## config.mk

```make
export PLATFORM = sky130hd
export DESIGN_NAME = display_scan_ctrl
export DESIGN_NICKNAME = d
export VERILOG_FILES = /design/src/rtl/display_scan_ctrl_pkg.sv /design/src/rtl/display_scan_ctrl_digit_sel_mux.sv /design/src/rtl/display_scan_ctrl.sv
export SDC_FILE = /design/constraint.sdc
export NUM_CORES = 1
export LEC_CHECK = 0
export CAP_MARGIN = 20
export CORE_MARGIN = 5
export CORE_UTILIZATION = 32
export CTS_BUF_LIST = sky130_fd_sc_hd__clkbuf_16
export DETAILED_ROUTE_END_ITERATION = 10
export PLACE_DENSITY = 0.65
export REMOVE_ABC_BUFFERS = 1
export SETUP_SLACK_MARGIN = 0.1
export SYNTH_ARGS = -nofsm -noshare
export SYNTH_HDL_FRONTEND = slang
export SYNTH_SLANG_ARGS = --single-unit
```

## constraint.sdc

```tcl
create_clock -name clk -period 3.3 [get_ports clk]
set_input_delay 0.825 -clock clk [delete_from_list [all_inputs] [get_ports clk]]
set_output_delay 0.825 -clock clk [all_outputs]
set_load 0.05 [all_outputs]
```

## src/rtl/display_scan_ctrl_pkg.sv

```systemverilog
// Shared definitions for the eight-digit multiplexed display scanner.
// Latency: n/a (types, constants and a pure helper function only).
// Backpressure: n/a.
//
// Holds the scan FSM state encoding and the default timing parameters so the
// seven-segment top level can reuse them without duplicating constants.
package display_scan_ctrl_pkg;

   typedef enum logic [1:0] {
      ST_IDLE  = 2'd0,
      ST_BLANK = 2'd1,
      ST_DRIVE = 2'd2
   } scan_state_t;

   // Default DRIVE dwell (cycles per digit) and anti-ghosting BLANK gap.
   localparam int DIV_DEFAULT   = 50000;
   localparam int BLANK_DEFAULT = 16;

   // Active-low anodes: all ones means the display is dark.
   localparam logic [7:0] ANODE_OFF = 8'hFF;

   // Nibble idx of a packed eight-digit hex word.
   function automatic logic [3:0] nibble_at(input logic [31:0] data,
                                            input logic [2:0]  idx);
      return data[{idx, 2'b00} +: 4];
   endfunction

endpackage

```

## src/rtl/display_scan_ctrl_digit_sel_mux.sv

```systemverilog
// Selects the nibble and decimal-point bit of the current digit.
// Latency: combinational, zero cycles.
// Backpressure: none; pure function of its inputs.
//
// Ports:
//   sel    - digit index 0..7
//   data   - eight packed hex nibbles, digit k at data[4k+3:4k]
//   dp     - per-digit decimal point request, 1 = lit
//   nibble - selected nibble
//   dp_bit - selected decimal-point request (active high)
module digit_sel_mux
   import display_scan_ctrl_pkg::*;
(
   input  logic [2:0]  sel,
   input  logic [31:0] data,
   input  logic [7:0]  dp,
   output logic [3:0]  nibble,
   output logic        dp_bit
);

   assign nibble = nibble_at(data, sel);
   assign dp_bit = dp[sel];

endmodule

```

## src/rtl/display_scan_ctrl.sv

```systemverilog
// Eight-digit multiplexed display scanner: BLANK gap then DRIVE dwell per digit.
// Latency: all outputs registered; digit period BLANK+DIV, frame 8*(BLANK+DIV).
// Backpressure: none; en=0 drops to IDLE (dark) on the next edge.
//
// Ports:
//   clk, reset  - system clock, asynchronous active-high reset
//   en          - scan enable
//   data_in     - eight hex nibbles, dp_in decimal points, digit_en per-digit enable
//   sel         - current digit index
//   anode       - active-low anode drive, at most one bit low
//   hex_out     - current nibble; dp_out active-low decimal point
//   frame_tick  - one-cycle pulse on the first BLANK cycle after the 7->0 wrap
module display_scan_ctrl
   import display_scan_ctrl_pkg::*;
#(
   parameter int DIV   = DIV_DEFAULT,
   parameter int BLANK = BLANK_DEFAULT
)
(
   input  logic        clk,
   input  logic        reset,
   input  logic        en,
   input  logic [31:0] data_in,
   input  logic [7:0]  dp_in,
   input  logic [7:0]  digit_en,
   output logic [2:0]  sel,
   output logic [7:0]  anode,
   output logic [3:0]  hex_out,
   output logic        dp_out,
   output logic        frame_tick
);

   localparam logic [15:0] DIV_LAST   = 16'(DIV - 1);
   localparam logic [15:0] BLANK_LAST = 16'(BLANK - 1);

   scan_state_t state_q, state_d;
   logic [15:0] cnt_q, cnt_d;
   logic [2:0]  sel_d;
   logic [31:0] shd_data_q, shd_data_d;
   logic [7:0]  shd_dp_q, shd_dp_d;
   logic [7:0]  shd_en_q, shd_en_d;
   logic        armed_q;
   logic [7:0]  anode_d;
   logic [3:0]  hex_d;
   logic        dp_d;
   logic        tick_d;
   logic [3:0]  nib_nxt;
   logic        dp_nxt;

   // The mux looks at next-cycle sel/shadow values so hex_out and dp_out can be
   // registered yet still line up with sel and anode in the same cycle.
   digit_sel_mux u_mux (
      .sel    (sel_d),
      .data   (shd_data_d),
      .dp     (shd_dp_d),
      .nibble (nib_nxt),
      .dp_bit (dp_nxt)
   );

   always_ff @(posedge clk or posedge reset) begin
      if (reset) begin
         state_q    <= ST_IDLE;
         cnt_q      <= 16'd0;
         sel        <= 3'd0;
         shd_data_q <= 32'd0;
         shd_dp_q   <= 8'd0;
         shd_en_q   <= 8'd0;
         armed_q    <= 1'b0;
         anode      <= ANODE_OFF;
         hex_out    <= 4'h0;
         dp_out     <= 1'b1;
         frame_tick <= 1'b0;
      end else begin
         state_q    <= state_d;
         cnt_q      <= cnt_d;
         sel        <= sel_d;
         shd_data_q <= shd_data_d;
         shd_dp_q   <= shd_dp_d;
         shd_en_q   <= shd_en_d;
         // One settle edge after reset release; the scan starts on the second.
         armed_q    <= 1'b1;
         anode      <= anode_d;
         hex_out    <= hex_d;
         dp_out     <= dp_d;
         frame_tick <= tick_d;
      end
   end

   always_comb begin
      state_d    = state_q;
      cnt_d      = cnt_q + 16'd1;
      sel_d      = sel;
      shd_data_d = shd_data_q;
      shd_dp_d   = shd_dp_q;
      shd_en_d   = shd_en_q;
      tick_d     = 1'b0;

      if (!en) begin
         state_d = ST_IDLE;
         cnt_d   = 16'd0;
         sel_d   = 3'd0;
      end else begin
         unique case (state_q)
            ST_IDLE: begin
               cnt_d = 16'd0;
               sel_d = 3'd0;
               if (armed_q) begin
                  state_d    = ST_BLANK;
                  shd_data_d = data_in;
                  shd_dp_d   = dp_in;
                  shd_en_d   = digit_en;
               end
            end
            ST_BLANK: begin
               if (cnt_q == BLANK_LAST) begin
                  state_d = ST_DRIVE;
                  cnt_d   = 16'd0;
               end
            end
            ST_DRIVE: begin
               if (cnt_q == DIV_LAST) begin
                  state_d = ST_BLANK;
                  cnt_d   = 16'd0;
                  sel_d   = sel + 3'd1;
                  // Frame boundary: tick and take a fresh snapshot together so
                  // a whole frame always shows one coherent set of inputs.
                  if (sel == 3'd7) begin
                     tick_d     = 1'b1;
                     shd_data_d = data_in;
                     shd_dp_d   = dp_in;
                     shd_en_d   = digit_en;
                  end
               end
            end
            default: begin
               state_d = ST_IDLE;
               cnt_d   = 16'd0;
               sel_d   = 3'd0;
            end
         endcase
      end

      // Blanked digits keep their slot but never pull an anode low.
      anode_d = ANODE_OFF;
      if (state_d == ST_DRIVE && shd_en_d[sel_d]) begin
         anode_d[sel_d] = 1'b0;
      end

      if (state_d == ST_IDLE) begin
         hex_d = 4'h0;
         dp_d  = 1'b1;
      end else begin
         hex_d = nib_nxt;
         dp_d  = ~dp_nxt;
      end
   end

endmodule

```

# After elaboration in Yosys (flattened, before gate mapping)
# Index checks and enable logic that the tools add are counted.
[totals]
regBits = 84
inputBits = 51
out_inout_bits = 17
elab_cells = 68
[op_classes]
add_sub_neg = 2
order_cmp = 2
n_eq_ne = 6
n_shift = 1
n_mux = 40
bitwise = 2
n_reduce_logical = 4
[ops]
columns = ["operator", "count"]
rows = [
  ["two-way mux 32 bit", 4],
  ["two-way mux 8 bit", 9],
  ["case mux 32 bit (2 select lines)", 1],
  ["two-way mux 16 bit", 3],
  ["case mux 16 bit (2 select lines)", 1],
  ["case mux 8 bit (2 select lines)", 2],
  ["variable part select 32 x 6 -> 4 bit", 1],
  ["adder 16 x 1 -> 16 bit, second input constant", 1],
  ["equality test 16 bit, second input constant", 1],
  ["equality test 16 x 4 -> 1 bit, second input constant", 1],
  ["two-way mux 1 bit", 8],
  ["two-way mux 2 bit", 4],
  ["NOT 8 bit", 1],
  ["binary-select mux 1 bit (select 3 bit)", 2],
  ["two-way mux 3 bit", 2],
  ["case mux 2 bit (3 select lines)", 1],
  ["case mux 3 bit (2 select lines)", 1],
  ["equality test 2 bit, second input constant", 2],
  ["logical NOT 2 bit", 2],
  ["< comparator 3 x 4 -> 1 bit, second input constant", 1],
  ["two-way mux 4 bit", 1],
  ["adder 3 x 1 -> 3 bit, second input constant", 1],
  ["demux 1 bit (select 3 bit)", 1],
  ["equality test 3 bit, second input constant", 1],
  ["other kinds (4)", 5],
]

# Depth between registers and ports, before layout
[depth]
ltp_word = 10
mapped_depth = 11
depth_no_buf = 9

# Cells and area by module
# From an unflattened synthesis, not the netlist that was laid out.
[unflattened]
hier_cells = 435
hier_area_um2 = 4380.5
[by_module_without_submodules]
columns = ["module", "n_inst", "cells_per_inst", "area_each_um2", "seq_area_each_um2"]
rows = [
  ["display_scan_ctrl", 1, 418, 4046.4, 2113.3],
  ["digit_sel_mux", 1, 17, 334.1, 0.0],
]

# Worst setup path after synthesis
# OpenSTA, ideal clock, no wires.
[synth_timing]
path_type = "reg2reg"
start = "reg cnt_q[4]"
end = "reg hex_out[3]"
setup_ns = 0.127
arrival_time_ns = 2.705
required_ns = 3.173
setup_slack_ns = 0.469
stages_incl_launch_ff = 10
synth_period_minus_slack_ns = 2.831
path_cell_list = "dfrtp_1 > or4_4 > or4_4 > buf_6 > o22a_4 > buf_2 > a22o_1 > mux2_2 > a32oi_1 > a21boi_1"
[synth_via]
elab_chain_len = 6
[synth_rtl]
columns = ["item", "line", "text"]
rows = [
  ["from (decl)", "display_scan_ctrl.sv:37", "logic [15:0] cnt_q, cnt_d;"],
  ["from (signal assigned)", "display_scan_ctrl.sv:75", "cnt_q <= cnt_d;"],
  ["equality test 16 bit", "display_scan_ctrl.sv:121", "if (cnt_q == DIV_LAST) begin"],
  ["two-way mux 32 bit", "display_scan_ctrl.sv:121", ""],
  ["case mux 32 bit (2 select lines)", "display_scan_ctrl.sv:103", "unique case (state_q)"],
  ["two-way mux 32 bit", "display_scan_ctrl.sv:98", "if (!en) begin"],
  ["net shd_data_d[3]", "display_scan_ctrl.sv:39", "logic [31:0] shd_data_q, shd_data_d;"],
  ["variable part select 32 x 6 -> 4 bit", "display_scan_ctrl_pkg.sv:25", "return data[{idx, 2'b00} +: 4];"],
  ["two-way mux 4 bit", "display_scan_ctrl.sv:149", "if (state_d == ST_IDLE) begin"],
  ["net hex_d[3]", "display_scan_ctrl.sv:44", "logic [3:0] hex_d;"],
  ["to (signal assigned)", "display_scan_ctrl.sv:70", "hex_out <= 4'h0;"],
  ["to (signal assigned)", "display_scan_ctrl.sv:83", "hex_out <= hex_d;"],
  ["to (decl)", "display_scan_ctrl.sv:28", "output logic [3:0] hex_out,"],
]
# The timed path passes the listed nets, and every way through them passes these cells.

# Final worst setup path
[layout_timing]
start = "reg cnt_q[11]"
end = "reg hex_out[2]"
[layout_via]
elab_chain_len = 6
[layout_rtl]
columns = ["item", "line"]
rows = [
  ["equality test 16 bit / equality test 16 x 4 -> 1 bit (equally long branches)", "display_scan_ctrl.sv:121, display_scan_ctrl.sv:115"],
  ["two-way mux 32 bit (tied with other cells)", "display_scan_ctrl.sv:121"],
  ["case mux 32 bit (2 select lines) (tied with other cells)", "display_scan_ctrl.sv:103"],
  ["two-way mux 32 bit (tied with other cells)", "display_scan_ctrl.sv:98"],
  ["variable part select 32 x 6 -> 4 bit / logical NOT 2 bit (equally long branches)", "display_scan_ctrl_pkg.sv:25, display_scan_ctrl.sv:149"],
  ["two-way mux 4 bit (*)", "display_scan_ctrl.sv:149"],
  ["net hex_d[2]", "display_scan_ctrl.sv:44"],
]
# The timed path passes the listed nets; every way through them passes the cells marked *.

==> results.toml <==
[global_route]
grt_overflow = 0
first_global_vias = 3099
grt.total_usage = 0.139
antenna_found_initial = 0
grt_pass1_wl_um = 16000
grt_max_degree = 51

[timing]
hold_viol = 0
period_needed_ns = 3.08
max_slew_margin = 0.580
rsz0062_at_grt = "yes"
tns_ns = 0
setup_violations = 0
final-max-slew-violation-count = 0
hold_slack_ns = 0.488
worst_slew_pin_slew_ns = 0.630
fmax_mhz = 325
fin_worst_skew_ns = 0.00624
final.period_utilization = 0.932

[clocking]
cts_hold_buf = 0
numClockSinks = 84
cts.repair.resized = 0
cts_buffers = 9
clock_latency_ns = 0.34
cts_buffer_depth = 2
cts_tree = "yes"
post_cts_buffers = 0
cts_root_buf = "clkbuf_16"
path_clk_slew_ns = 0.05
h-tree-depth = 3

[floorplanning]
die-height_um = 121
core_um2 = 12100
start_util = 0.328
die_area_um2 = 14700
io_pins = 68
die_w_um = 121
std_cell_rows = 40

[critical_path]
cp_max_fo = 12
startpoint_type = "flop"
reg2reg_from = "cnt_q[11]"
worstSetupPathType = "reg2reg"
rrSetupSlack_ns = 0.22
crit_arrival_ns = 3.31
reg2reg_to = "hex_out[2]"
cp-end-kind = "flop"
worstPathRequired_ns = 3.54
reg2reg_depth = 8

[detailed_routing]
post_drt_wl_per_cell_um = 17.1
final_antenna_net_count = 0
drtIter0Drc = 263
vias = 3008
wirelength_um = 10100
avgViaCountPerCell = 5.08
drcViolationCount = 0
first_pass_iters = 4

[finish]
mostFrequentLayoutCell = "dfrtp_1"
final_cells = 592
regArea_um2 = 2110
finalInstanceArea_um2 = 5120
fill_cells = 1164
fin_util = 0.425
final_nets = 478
antenna_cells = 0
final_cell_mix = "dfrtp_1 (75), clkdlybuf4s50_1 (67), a22o_1 (39), nor2_1 (32), nand3_1 (24)"
drive_gt1_frac = 0.139
multi_input_area_um2 = 1720
area_delta_synth_final_pct = 29.6

[synth]
syn_inst = 350
yosysUniqueCellTypes = 53
synth_ff_type = "dfrtp_1"
syn_area_um2 = 3950
synth_edf_count = 0
synth-seq-area-share = 0.534
avgSynthCellArea_um2 = 11.3
async_flop_share = 1.00
yosysWarnings = 0
yosys_register_bits = 84

[placement]
placed_area_um2 = 4850
dp.final_hpwl_um = 6990
io_buffers = 67
dp_cells = 576
gp_congestion = 0.799

[min_path]
hp-start = "cnt_q[0]"
whs_endpoint = "cnt_q[0]"
worst_hold_path.num_cells = 1
hp-class = "reg2reg"

[power]
peakVddDrop_v = 0.000243
powerDensity_nw_per_um2 = 476
p_leak_uw = 0.00219

[job]
cap_violations = 0

[run_status]
status = "finished clean"
synthesized netlist by cell type, drive strengths merged (8+ instances only):
master	n	share of area
dfrtp	75	0.47
mux2	15	0.043
xor2	8	0.018
inv	8	0.0076
nand3	24	0.030
a22o	39	0.086
nand2	18	0.017
nor2	32	0.030
clkbuf	9	0.0085
buf	12	0.021
dfstp	9	0.060
cell families after synthesis:
| kind of cell | share of synthesized area |
|---|---|
| flip-flops | 0.534 |
| other | 0.000948 |
| adder cells (fa/ha/maj) | 0.0222 |
| XOR/XNOR | 0.0310 |
| multiplexers | 0.0528 |
| AO/OA/AOI/OAI | 0.183 |
| AND/OR/NAND/NOR | 0.139 |
| buffers and inverters | 0.0367 |
critical path, cell delays in order (launching register included):
cell and delay, ns:
dfrtp_1 0.43, or4_4 0.55, or4_4 0.67, nor4_1 0.28, buf_4 0.18, a311oi_4 0.04
buf_4 0.22, o311a_1 0.35, o32ai_1 0.25
power breakdown:
part,leakage (uW),internal [uW],switching (uW)
Clock,0.000132,499,387
Sequential,0.00106,1140,35.2
Combinational,0.00100,196,178
Total,0.00219,1840,600
stage by stage:
stage / total power (uW) / setup slack, ns
2_1_floorplan: 1420 / -1.28
6_report: 2440 / 0.224
4_1_cts: 2470 / 0.208
3_3_place_gp: 1560 / 0.131
3_5_place_dp: 1560 / 0.162
5_1_grt: 2560 / 0.103
layout make-up:
cell class | count | share of cell area
flip-flops and latches | 84 | 0.412
multi-input cells | 238 | 0.336
repair buffers | 79 | 0.153
clock buffers | 9 | 0.0440
well taps | 168 | 0.0410
clock inverters | 6 | 0.00684
inverters | 8 | 0.00611
flip-flops by register name (all words and copies together), names as in the netlist:
name        count
shd_en_q        8
hex_out         4
anode           8
state_q         2
frame_tick      1
shd_data_q     32
dp_out          1
sel             3
cnt_q          16
shd_dp_q        8
armed_q         1
worst max-delay path by stage:
| stage | cells after the start | slack, ns | startpoint | end |
|---|---|---|---|---|
| after floorplan | 7 | -1.28 | cnt_q[4] | hex_out[2] |
| after global placement | 8 | 0.13 | en | dp_out |
| after detailed placement | 8 | 0.16 | en | hex_out[0] |
| after CTS | 7 | 0.21 | cnt_q[11] | dp_out |
| after global routing | 8 | 0.10 | cnt_q[11] | dp_out |
| final | 8 | 0.22 | cnt_q[11] | hex_out[2] |
metal layers:
metal / up-vias / track usage / share of wire
met5: - / 0 / 0
met4: 0 / 0.0567 / 0.015
met3: 11 / 0.0354 / 0.050
met2: 68 / 0.201 / 0.45
met1: 1505 / 0.197 / 0.49
li1: 1424 / - / -
No activity file was read; power rests on OpenSTA's default activity.
